**src/rtl/mod_counter.sv**
```systemverilog
// Prescaled up/down counter: wrap, saturate and one-shot modes, sticky flags.
// Latency: count, tc and flags update on the edge after an enabled tick; load takes one edge.
// Backpressure: none; enable gates the prescaler and load overrides everything except reset.
module mod_counter #(
  parameter int counter_size  = 8,
  parameter int prescale_size = 4
) (
  input  logic                     clk,
  input  logic                     res_n,
  input  logic                     enable,
  input  logic                     load,
  input  logic                     up_down,
  input  logic [1:0]               mode,
  input  logic [counter_size-1:0]  limit,
  input  logic [prescale_size-1:0] prescale,
  input  logic [counter_size-1:0]  cnt_in,
  input  logic                     clear_flags,
  output logic [counter_size-1:0]  cnt_out,
  output logic                     tc,
  output logic                     overflow,
  output logic                     underflow,
  output logic                     done
);

  localparam logic [counter_size-1:0]  CNT_ONE = counter_size'(1);
  localparam logic [prescale_size-1:0] PRE_ONE = prescale_size'(1);

  typedef enum logic {
    ST_RUN  = 1'b0,
    ST_DONE = 1'b1
  } state_t;

  state_t                   r_state;
  logic [counter_size-1:0]  r_cnt;
  logic [prescale_size-1:0] r_pre;
  logic                     r_tc;
  logic                     r_ovf;
  logic                     r_unf;
  logic                     r_done;

  logic                     w_running;
  logic                     w_pre_hit;
  logic                     w_tick;
  logic                     w_up_term;
  logic                     w_dn_term;
  logic                     w_term;
  logic                     w_wrap;
  logic                     w_oneshot;
  logic [counter_size-1:0]  w_cnt_next;

  // Mode 11 is deliberately folded into wrap behaviour.
  assign w_wrap    = (mode == 2'b00) || (mode == 2'b11);
  assign w_oneshot = (mode == 2'b10);

  // Ticks are suppressed by load and while parked in DONE.
  assign w_running = (r_state == ST_RUN);
  assign w_pre_hit = (r_pre == prescale);
  assign w_tick    = enable & w_running & w_pre_hit & ~load;

  // Up terminal uses >= so a count loaded above limit still terminates.
  assign w_up_term = w_tick &  up_down & (r_cnt >= limit);
  assign w_dn_term = w_tick & ~up_down & (r_cnt == '0);
  assign w_term    = w_up_term | w_dn_term;

  // Next count value for a tick in the current direction and mode.
  always_comb begin
    w_cnt_next = r_cnt;
    if (w_tick) begin
      if (up_down) begin
        if (r_cnt < limit) begin
          w_cnt_next = r_cnt + CNT_ONE;
        end else if (w_wrap) begin
          w_cnt_next = '0;
        end else begin
          w_cnt_next = limit;
        end
      end else begin
        if (r_cnt != '0) begin
          w_cnt_next = r_cnt - CNT_ONE;
        end else if (w_wrap) begin
          w_cnt_next = limit;
        end else begin
          w_cnt_next = '0;
        end
      end
    end
  end

  // Prescaler: advances on enabled cycles in RUN, restarts on tick or load.
  always_ff @(posedge clk or negedge res_n) begin
    if (!res_n) begin
      r_pre <= '0;
    end else if (load) begin
      r_pre <= '0;
    end else if (enable && w_running) begin
      r_pre <= w_pre_hit ? '0 : (r_pre + PRE_ONE);
    end
  end

  // Count register: load wins over any tick.
  always_ff @(posedge clk or negedge res_n) begin
    if (!res_n) begin
      r_cnt <= '0;
    end else if (load) begin
      r_cnt <= cnt_in;
    end else begin
      r_cnt <= w_cnt_next;
    end
  end

  // RUN/DONE state machine with registered tc pulse and done level.
  always_ff @(posedge clk or negedge res_n) begin
    if (!res_n) begin
      r_state <= ST_RUN;
      r_tc    <= 1'b0;
      r_done  <= 1'b0;
    end else begin
      r_tc <= w_term;
      if (load) begin
        r_state <= ST_RUN;
        r_done  <= 1'b0;
      end else if (w_term && w_oneshot) begin
        r_state <= ST_DONE;
        r_done  <= 1'b1;
      end
    end
  end

  // Sticky flags: a terminal event on the same cycle as a clear keeps the flag set.
  always_ff @(posedge clk or negedge res_n) begin
    if (!res_n) begin
      r_ovf <= 1'b0;
      r_unf <= 1'b0;
    end else begin
      if (w_up_term) begin
        r_ovf <= 1'b1;
      end else if (clear_flags) begin
        r_ovf <= 1'b0;
      end
      if (w_dn_term) begin
        r_unf <= 1'b1;
      end else if (clear_flags) begin
        r_unf <= 1'b0;
      end
    end
  end

  assign cnt_out   = r_cnt;
  assign tc        = r_tc;
  assign overflow  = r_ovf;
  assign underflow = r_unf;
  assign done      = r_done;

endmodule

```
**config.mk**
```make
export PLATFORM = sky130hd
export DESIGN_NAME = mod_counter
export DESIGN_NICKNAME = d
export VERILOG_FILES = /design/src/rtl/mod_counter.sv
export SDC_FILE = /design/constraint.sdc
export NUM_CORES = 1
export LEC_CHECK = 0
export CORE_ASPECT_RATIO = 0.9
export CORE_MARGIN = 8
export CORE_UTILIZATION = 49
export CTS_CLUSTER_DIAMETER = 200
export DETAILED_ROUTE_END_ITERATION = 8
export HOLD_SLACK_MARGIN = 0.08
export PLACE_DENSITY = 0.89
export SLEW_MARGIN = 10
export SYNTH_ARGS = -nofsm -noshare
export SYNTH_HDL_FRONTEND = slang
export SYNTH_SLANG_ARGS = --single-unit
```
**constraint.sdc**
```tcl
create_clock -name clk -period 3 [get_ports clk]
set_input_delay 0.6 -clock clk [delete_from_list [all_inputs] [get_ports clk]]
set_output_delay 0.6 -clock clk [all_outputs]
set_load 0.01 [all_outputs]
```
=== Yosys cells after proc, flatten, opt, wreduce, memory -nomap -nowiden ===
Index checks and enable logic that the tools add are counted.

* Word-level logic and storage cells: 51
* Flip-flop bits (word level): 16

* Reduce and logical (&&, ||, !) cells: 11
* Magnitude comparators: 2
* Mux-type cells: 15
* Equality and inequality tests: 3
* $add $sub $neg: 3
* Bitwise gates (word level): 11

{| class="wikitable"
|+ Operators with widths
! kind !! number
|-
| 2-to-1 mux 8 bit || 7
|-
| 2-to-1 mux 4 bit || 3
|-
| nonzero test 2 bit || 5
|-
| adder 8 x 1 -> 8 bit, second input constant || 1
|-
| greater-or-equal comparator 8 bit || 1
|-
| logical NOT 8 bit || 1
|-
| < comparator 8 bit || 1
|-
| nonzero test 8 bit || 1
|-
| subtractor 8 x 1 -> 8 bit, second input constant || 1
|-
| AND 1 bit || 7
|-
| 2-to-1 mux 1 bit || 5
|-
| adder 4 x 1 -> 4 bit, second input constant || 1
|-
| equality test 2 bit, second input constant || 2
|-
| equality test 4 bit || 1
|-
| NOT 1 bit || 3
|-
| logical AND 1 bit || 2
|-
| logical NOT 2 bit || 1
|-
| logical OR 1 bit || 1
|-
| bitwise OR 1 bit || 1
|}

=== Logic depth before layout (Yosys ltp) ===
Gate-level depths: netlist of the first run.

* Word-level depth: 10
* Mapped depth: 10

=== Least setup slack after synthesis of the first run ===
OpenSTA, ideal clock, no wires.

* Path type: input to register
* Start point: in limit[5]
* End point: reg r_cnt[3] (netlist: cnt_out[3])
* Required time: 2.876 ns
* Arrival: 2.223 ns
* Setup slack: 0.653 ns
* Path buffers: 1
* Stages: 9
* Cells stage by stage: inv_1 ha_1 a21oi_1 nor2_1 a211oi_2 and2_0 clkbuf_1 o41ai_1 o31a_1

* Word-level cells in the longest chain between the ends: 5

{| class="wikitable"
|+ RTL lines
! what !! RTL line !! source
|-
| start: declaration || 14 || <nowiki>input logic [counter_size-1:0] limit,</nowiki>
|-
| < comparator 8 bit || 70 || <nowiki>if (r_cnt < limit) begin</nowiki>
|-
| 2-to-1 mux 8 bit || 70 ||
|-
| 2-to-1 mux 8 bit || 69 || <nowiki>if (up_down) begin</nowiki>
|-
| 2-to-1 mux 8 bit || 68 || <nowiki>if (w_tick) begin</nowiki>
|-
| 2-to-1 mux 8 bit || 104 || <nowiki>end else if (load) begin</nowiki>
|-
| end signal: assignment || 105 || <nowiki>r_cnt <= cnt_in;</nowiki>
|-
| end signal: assignment || 107 || <nowiki>r_cnt <= w_cnt_next;</nowiki>
|-
| end: declaration || 34 || <nowiki>logic [counter_size-1:0] r_cnt;</nowiki>
|}

No other way between the ends. The select of a mux whose other input is x is not followed.
A chain may end at the register's enable or synchronous reset.

=== Worst setup path in the final report of the first run ===
* Start point: in limit[7]
* End point: reg r_cnt[2] (netlist: cnt_out[2])

Same word-level chain as after synthesis.

==> results.cfg, run 1 <==
[timing]
tightest_slew_ps = 756
finalSetupTns_ps = 0
report.final.slew_viol_count = 0
setup_viol = 0
fin_skew_ps = 4.77
post-route-min-period_ps = 2620
min_period_over_period_pct = 87.4
rsz0062_at_grt = false
maxSlewHeadroom_pct = 49.5
hold_viol_final = 0
max_freq_mhz = 381

[global_routing]
grt_overflow = 0
grt_start_max_net_pins = 17
grt_usage_pct = 17.3
antenna_found_initial = 0
first_global_vias = 1521
grt_pass1_wl_um = 7320

[pwr]
p_sw_share_pct = 35.7
leakage_nw = 0.844
power_density_mw_per_mm2 = 340
irDropWorstVdd_uv = 253
power.share.combinational_pct = 38.0
p_int_uw = 436
clkPwrFrac_pct = 22.2
share_seq_of_total_power_pct = 39.8
switching_power_uw = 243

[drt]
vias = 1614
drt-total-wl_um = 4460
drt_first_pass_iters = 4
drcViolationCount = 0
drt-wirelength-per-cell_um = 16.6
drtAntennaViolNets = 0
via_per_inst = 6.02
drt_iter0_markers = 209

[yosys]
syn_avg_cell_area_sq_um = 8.06
synthDistinctLibCells = 43
syn_nets = 231
synth-seq-cells = 16
synth_top_area_share_pct = 26.1
yosysTopAreaCell = dfrtp_1
synth_area_leaders = dfrtp_1 (26%), ha_1 (11%), nand3_1 (5.6%)
syn_area_sq_mm = 0.00153
yosysSeqAreaShare_pct = 26.1
yosysWarnings = 0
synthCells = 190

[clocking]
insertion_delay_ps = 300
clock_sinks = 16
cts_buffers = 3
path_clk_slew_ps = 100
htreeDepth = 1
cts_resized = 0
hold_buffers = 0
cts_tree = yes
post_cts_buffers = 0
cts-root-buf = clkbuf_4
clk_path_buf_depth = 2

[setup_path]
worstReg2RegStart = cnt_out[0]$_DFFE_PN0P_
arrival_ps = 2840
cp_max_fo = 8
crit_chain = clkdlybuf4s50_1 > inv_1 > ha_1 > nand4_1 > a21o_1 > and2_0 > o311ai_0 > nor3b_1
cp-end-kind = flip-flop
crit_path_start_kind = primary input
critical_path_class = primary input to flip-flop
critical_path.top_delay_family = simple AND/OR/NAND/NOR gates
crit_slowest_cell = clkdlybuf4s50_1
cp-startpoint = limit[7]
crit_required_ps = 3220
max_stage_delay_ps = 470
worst-path-buf-inv = 2

[layout]
synthToLayoutAreaGrowth_pct = 30.3
diodes = 0
drive_gt1_share_pct = 6.19
multi_input_area_sq_mm = 0.00101
nNetsFinal = 268
seqCellArea_sq_um = 400
n_fill_cell = 265
finish.instance_area_sq_mm = 0.00200

[placement]
port_buffers = 39
place_area_sq_mm = 0.00196
hpwlAfterDp_um = 3330
gp_congestion = 0.919

[hold_path]
min_from = overflow$_DFFE_PN0P_
hold_path_class = flip-flop to flip-flop

[die]
io_pins = 40
die_x_um = 74.9
die_h_um = 69.0
start_util_pct = 50.7
core_sq_mm = 0.00302
num_rows = 19
die-area_sq_mm = 0.00517

[status]
status = completed

[flow_run]
drv_cap = 0
-- cells in the final DEF, fill, tap and decap left out, types with 2 or more instances in the layout --
| master | count |
|---|---|
| clkbuf_4 | 3 |
| xnor2_1 | 7 |
| a311oi_1 | 6 |
| dfrtp_1 | 16 |
| ha_1 | 13 |
| and3_1 | 4 |
| nor3_1 | 3 |
| a21o_1 | 3 |
| nand4_1 | 3 |
| o311ai_0 | 3 |
| o31ai_1 | 2 |
| xor2_1 | 6 |
| clkdlybuf4s50_1 | 39 |
| o21ai_0 | 8 |
| nor2_1 | 10 |
| a31oi_1 | 3 |
| buf_4 | 6 |
| a21oi_1 | 14 |
| nor2b_1 | 3 |
| nand2_1 | 10 |
| inv_1 | 17 |
| nand3_1 | 17 |
| or4_1 | 2 |
| o22ai_1 | 6 |
| nor3b_1 | 2 |
| o31a_1 | 2 |
-- cells in the mapped netlist, drive strengths merged --
cell and count:
a211o 1, a211oi 2, a21o 3, a21oi 14, a221o 1, a22o 1, a22oi 1, a311oi 6
a31oi 3, and2 1, and3 4, buf 2, clkbuf 11, dfrtp 16, ha 13, inv 17
mux2i 1, nand2 10, nand2b 1, nand3 17, nand4 3, nor2 10, nor2b 3, nor3 3
nor3b 2, nor4 2, nor4b 1, o211ai 1, o21ai 8, o22a 1, o22ai 6, o311ai 3
o31a 2, o31ai 2, o41ai 1, or3 1, or4 3, xnor2 7, xor2 6
-- worst paths after layout --
check	slack (ps)	endpoint	cells past startpoint
max	380	cnt_out[2]$_DFFE_PN0P_	8
max in group asynchronous	1790	r_pre[0]$_DFFE_PN0P_	1
min	530	overflow$_DFFE_PN0P_	2
max reg2reg	580	cnt_out[2]$_DFFE_PN0P_	8
min reg2reg	530	overflow$_DFFE_PN0P_	2
min in group asynchronous	740	r_pre[3]$_DFFE_PN0P_	1
-- tightest hold or removal path, cell delays in order (launching register included) --
cell,delay (ps)
dfrtp_1,390
inv_1,50
o22ai_1,60
-- final cells by class --
type	count	share of cell area, %
clock buffer	4	1.82
inverter	17	3.20
multi-input combinational	144	50.5
sequential	16	20.1
tap	42	2.63
timing repair buffer	45	21.8
-- per-layer routing --
layer,track usage (%),part of all wire [%],wire [um]
met5,0,0,0
met4,3.48,0,0
met3,5.06,11,487
met2,26.0,46,2040
met1,23.5,43,1930
-- state kept, by name, summed over array words and instances, names as in the netlist --
register / cells
tc: 1
done: 1
underflow: 1
cnt_out: 8
overflow: 1
r_pre: 4
-- metrics by stage --
| step | hold WS, ps | power (mW) | utilization (%) | std cells | setup WS [ps] |
|---|---|---|---|---|---|
| after floorplan | 304 | 0.421 | - | 190 | 653 |
| after global placement | 514 | 0.523 | 64.9 | 264 | 203 |
| after detailed placement | 521 | 0.528 | 64.9 | 264 | 131 |
| after CTS | 537 | 0.679 | 66.1 | 268 | 410 |
| after global routing | 567 | 0.720 | 66.1 | 268 | 210 |
| final | 532 | 0.679 | 66.1 | 268 | 378 |
-- kinds of logic after synthesis --
group,Yosys count,share of synthesized area (%)
AOI/OAI and AO/OA,56,24.8
xor gates and xnor gates,13,7.43
adders and majority gates,13,10.6
buffers and inverters,30,8.09
DFF,16,26.1
muxes,1,0.654
and+or+nand+nor,61,22.2
-- power groups by stage --
stage / logic, mW / registers (mW) / clock network [mW]
after floorplan: 0.166 / 0.255 / 0
after global placement: 0.250 / 0.273 / 0
after detailed placement: 0.254 / 0.273 / 0
after CTS: 0.256 / 0.269 / 0.153
after global routing: 0.285 / 0.274 / 0.161
final: 0.258 / 0.270 / 0.151
Power figures use the tool's default switching activity.
==> run 2: changes to the inputs <==
ABC_AREA = 1   (was not set)
CAP_MARGIN = 20   (was not set)
CORE_UTILIZATION = 51   (was 49)
PLACE_DENSITY = 0.9   (was 0.89)
==> results.cfg, run 2 <==
[status]
status = completed

[yosys]
synth_area_leaders = dfrtp_1 (22%), nand2_1 (19%), ha_1 (9.1%)
yosysWarnings = 0
syn_avg_cell_area_sq_um = 6.55
synth_ff_type = dfrtp_1
synth-seq-cells = 16
synthCells = 274
yosysMostFrequentCell = nand2_1
async_flop_share_pct = 100
yosysSeqAreaShare_pct = 22.3
synth_top_area_share_pct = 22.3
yosysTopAreaCell = dfrtp_1
synth_edf_count = 0
syn_nets = 315
synthDistinctLibCells = 31
synthTopCellsByCount = nand2_1 (93), nand3_1 (32), inv_1 (27), dfrtp_1 (16), nor2_1 (16)
syn_area_sq_mm = 0.00179

[setup_path]
worstReg2RegStart = cnt_out[4]$_DFFE_PN0P_
cp_max_fo = 9
worstRegToRegCells = 10
max_stage_delay_ps = 510
crit_slowest_cell = clkdlybuf4s50_1
crit_required_ps = 3140
arrival_ps = 2590
critPathMostFrequentCell = nand2_1
crit_path_start_kind = primary input
cp-end-kind = flip-flop
critical_path_class = primary input to flip-flop
cp-startpoint = limit[7]
reg2reg_to = cnt_out[4]$_DFFE_PN0P_
r2r_setup_slack_ps = 880
crit_chain = clkdlybuf4s50_1 > inv_1 > ha_1 > nand2_1 > nor2_1 > nand2_1 > nand2_2 > o21ai_0 > nand3_1 > nand2_1 > nand2_1 > nand2_1
endpoint = cnt_out[4]$_DFFE_PN0P_

[timing]
tightest_slew_ps = 780
post-route-min-period_ps = 2450
max_freq_mhz = 408
rsz0062_at_grt = false
min_period_over_period_pct = 81.6
report.final.slew_viol_count = 0
maxSlewHeadroom_pct = 47.9
hold_viol_final = 0
fin_skew_ps = 4.69
setup_viol = 0
finalSetupTns_ps = 0

[die]
io_pins = 40
die_x_um = 78.5
die_h_um = 72.3
core_sq_mm = 0.00338
die-area_sq_mm = 0.00567
num_rows = 20
start_util_pct = 53.1

[drt]
drt_first_pass_iters = 5
via_per_inst = 5.29
vias = 1887
drt-total-wl_um = 5060
drcViolationCount = 0
drt_iter0_markers = 174
drtAntennaViolNets = 0
drt-wirelength-per-cell_um = 14.2

[clocking]
hold_buffers = 0
post_cts_buffers = 0
cts_resized = 0
cts-root-buf = clkbuf_8
path_clk_slew_ps = 70
clk_path_buf_depth = 2
cts_buffers = 3
cts_tree = yes
htreeDepth = 1
insertion_delay_ps = 250
clock_sinks = 16

[pwr]
finalPower_uw = 871
power_density_mw_per_mm2 = 384
leakage_nw = 1.17
irDropWorstVdd_uv = 296

[layout]
layout_commonest_cell = nand2_1
synthToLayoutAreaGrowth_pct = 26.4
final_cell_mix = nand2_1 (93), clkdlybuf4s50_1 (39), nand3_1 (32), inv_1 (27)
drive_gt1_share_pct = 12.1
largest_reg_flops = 8
nNetsFinal = 355
diodes = 0

[placement]
gp_congestion = 0.983
hpwlAfterDp_um = 4070
port_buffers = 39

[global_routing]
first_global_vias = 1786
grt_overflow = 0
antenna_found_initial = 0
grt_pass1_wl_um = 8550
grt_usage_pct = 18.7
grt_start_max_net_pins = 17

[flow_run]
drv_cap = 0

[hold_path]
hold_path_class = flip-flop to flip-flop
## run 2: area by class of cell
class	count	area, sq um
Sequential cell	16	400
Fill cell	301	1110
Clock buffer	4	55.1
Multi-Input combinational cell	212	1190
Timing Repair Buffer	42	413
Tap cell	44	55.1
Inverter	39	151
## run 2: worst max-delay path, delay by kind of cell
family | cells | cell delay [ps]
simple gates | 8 | 980
buf+inv | 2 | 570
fa+ha+maj | 1 | 300
compound gates | 1 | 140
## run 2: worst min-delay path by stage
stage / start / to / cells past startpoint
2_1_floorplan: res_n / cnt_out[0]$_DFFE_PN0P_ / 0
4_1_cts: underflow$_DFFE_PN0P_ / underflow$_DFFE_PN0P_ / 2
5_1_grt: underflow$_DFFE_PN0P_ / underflow$_DFFE_PN0P_ / 2
3_5_place_dp: underflow$_DFFE_PN0P_ / underflow$_DFFE_PN0P_ / 2
3_3_place_gp: underflow$_DFFE_PN0P_ / underflow$_DFFE_PN0P_ / 2
6_report: underflow$_DFFE_PN0P_ / underflow$_DFFE_PN0P_ / 2
## run 2: power by group
group          switching [mW]  internal [mW]  leakage [nW]
sequential             0.0509          0.232         0.211
combinational           0.218          0.173         0.935
clock                  0.0808          0.116        0.0288
total                   0.349          0.522          1.17
## run 2: stage by stage
step | worst slack [ps] | utilization (%) | cell area [sq um] | std cells | hold WS (ps)
floorplan | 1200 | - | 1790 | 274 | 304
global placement | 409 | 65.5 | 2210 | 353 | 500
detailed placement | 329 | 65.5 | 2210 | 353 | 507
CTS | 580 | 67.1 | 2270 | 357 | 517
global route | 361 | 67.1 | 2270 | 357 | 539
finish | 552 | 67.1 | 2270 | 357 | 515
## run 2: cell families after synthesis
kind of cell | Yosys count | share of synthesized area (%)
AOI/OAI and AO/OA | 24 | 7.53
xor gates and xnor gates | 10 | 4.88
and+or+nand+nor | 165 | 45.0
buffers and inverters | 46 | 11.2
DFF | 16 | 22.3
adders and majority gates | 13 | 9.07
## run 2: per-layer routing
metal / up-vias / part of all wire, % / global-route usage, % / routed length [um]
li1: 951 / - / - / -
met1: 864 / 46 / 24.9 / 2300
met2: 66 / 47 / 29.9 / 2350
met3: 6 / 6.8 / 4.44 / 344
met4: 0 / 1.0 / 3.70 / 53
met5: - / 0 / 0 / 0
==> run 3: changes to the inputs <==
CORE_UTILIZATION = 46   (was 51)
PLACE_DENSITY = 0.86   (was 0.9)
clock period = 2.1 ns   (was 3 ns; I/O delays follow)
==> results.cfg, run 3 (synthesis gave the netlist of run 2 again) <==
[status]
status = completed

[clocking]
htreeDepth = 1
cts_tree = yes
cts-root-buf = clkbuf_8
clock_sinks = 16
path_clk_slew_ps = 70
cts_buffers = 3
clk_path_buf_depth = 2
hold_buffers = 0
insertion_delay_ps = 250

[setup_path]
cp-startpoint = limit[6]
crit_path_start_kind = primary input
critPathMostFrequentCell = nand2_1
crit_chain = clkdlybuf4s50_1 > inv_1 > ha_1 > nand2_2 > a21oi_2 > nor2_4 > buf_6 > nand4_1 > nand3_1 > nand2_1 > nand2_1 > nand2_1
cp-end-kind = flip-flop
reg2reg_to = cnt_out[1]$_DFFE_PN0P_
worstRegToRegCells = 10
max_stage_delay_ps = 480
r2r_setup_slack_ps = 240
worstReg2RegStart = cnt_out[0]$_DFFE_PN0P_
crit_slowest_cell = clkdlybuf4s50_1
critical_path.top_delay_family = buffers and inverters
worst-path-buf-inv = 3
cp_max_fo = 7
crit_required_ps = 2240
arrival_ps = 2140
critical_path_class = primary input to flip-flop

[die]
core_sq_mm = 0.00373
io_pins = 40
num_rows = 21
die-area_sq_mm = 0.00616
die_x_um = 81.8
start_util_pct = 48.1
die_h_um = 75.3

[global_routing]
grt_pass1_wl_um = 9190
antenna_found_initial = 0
grt_start_max_net_pins = 17
first_global_vias = 1992
grt_overflow = 0
grt_usage_pct = 18.9

[layout]
final_cell_mix = nand2_1 (90), clkdlybuf4s50_1 (38), nand3_1 (32), inv_1 (27), buf_4 (24)
final_core_util_pct = 67.2
diodes = 0
drive_gt1_share_pct = 20.8
synthToLayoutAreaGrowth_pct = 39.7
layout_commonest_cell = nand2_1
largest_reg_flops = 8
nNetsFinal = 379

[pwr]
power_density_mw_per_mm2 = 519
irDropWorstVdd_uv = 348
finalPower_mw = 1.30
leakage_nw = 1.30

[drt]
drtAntennaViolNets = 0
drt_first_pass_iters = 4
drcViolationCount = 0
via_per_inst = 5.25
drt-total-wl_um = 5420
drt_iter0_markers = 229
drt-wirelength-per-cell_um = 14.2
vias = 2005

[timing]
tightest_slew_ps = 330
maxSlewHeadroom_pct = 77.9
post-route-min-period_ps = 2000
report.final.slew_viol_count = 0
fin_skew_ps = 5.45
hold_viol_final = 0
min_period_over_period_pct = 95.2
max_freq_mhz = 500
rsz0062_at_grt = false
setup_viol = 0

[flow_run]
drv_cap = 0

[placement]
hpwlAfterDp_um = 4300
port_buffers = 39
gp_congestion = 1.01

[hold_path]
hold_path_class = primary input to asynchronous set/reset pin
run 3: cell types whose count changed in the layout (fill, tap and decap cells not counted), moves of 2 or more:
cell,previous run,this run
a21oi_1,6,4
nand2_2,5,8
ha_4,0,3
buf_4,3,24
ha_1,13,10
nand2_1,93,90
buf_6,0,2
a21oi_2,2,4
run 3: cell type report:
cell class | instances | area [sq um]
Multi-Input combinational cell | 213 | 1260
Fill cell | 361 | 1220
Timing Repair Buffer | 65 | 596
Sequential cell | 16 | 400
Inverter | 39 | 151
Tap cell | 46 | 57.6
Clock buffer | 3 | 41.3
run 3: routing by layer:
layer | track usage [%] | vias to the layer above | wire, um
met5 | 0 | - | 0
met4 | 5.25 | 0 | 64
met3 | 3.58 | 8 | 493
met2 | 30.6 | 92 | 2440
met1 | 24.9 | 908 | 2430
li1 | - | 997 | -
run 3: worst max-delay path by stage:
stage,endpoint,slack (ps),depth (start not counted)
global placement,cnt_out[1]$_DFFE_PN0P_,-150,11
global route,cnt_out[5]$_DFFE_PN0P_,10,12
floorplan,cnt_out[2]$_DFFE_PN0P_,440,14
finish,cnt_out[5]$_DFFE_PN0P_,100,12
CTS,cnt_out[2]$_DFFE_PN0P_,60,12
detailed placement,cnt_out[2]$_DFFE_PN0P_,-190,12
run 3: repair_timing:
action	in CTS	in global routing
buffers inserted	0	1
gates resized for setup	0	14
endpoints found under the setup margin	0	8
endpoints found under the hold margin	0	0
run 3: where the power goes:
part	internal [mW]	switching [mW]
Clock	0.128	0.112
Sequential	0.333	0.0307
Combinational	0.310	0.387
run 3: per-stage QoR:
step / setup slack (ps) / hold slack, ps / area (sq um) / TNS (ps) / instances
floorplan: 441 / 124 / 1790 / 0 / 274
global placement: -151 / 501 / 2380 / -1060 / 377
detailed placement: -193 / 503 / 2380 / -1470 / 377
CTS: 57.9 / 485 / 2420 / 0 / 380
global route: 13.6 / 509 / 2510 / 0 / 382
finish: 100 / 481 / 2510 / 0 / 382
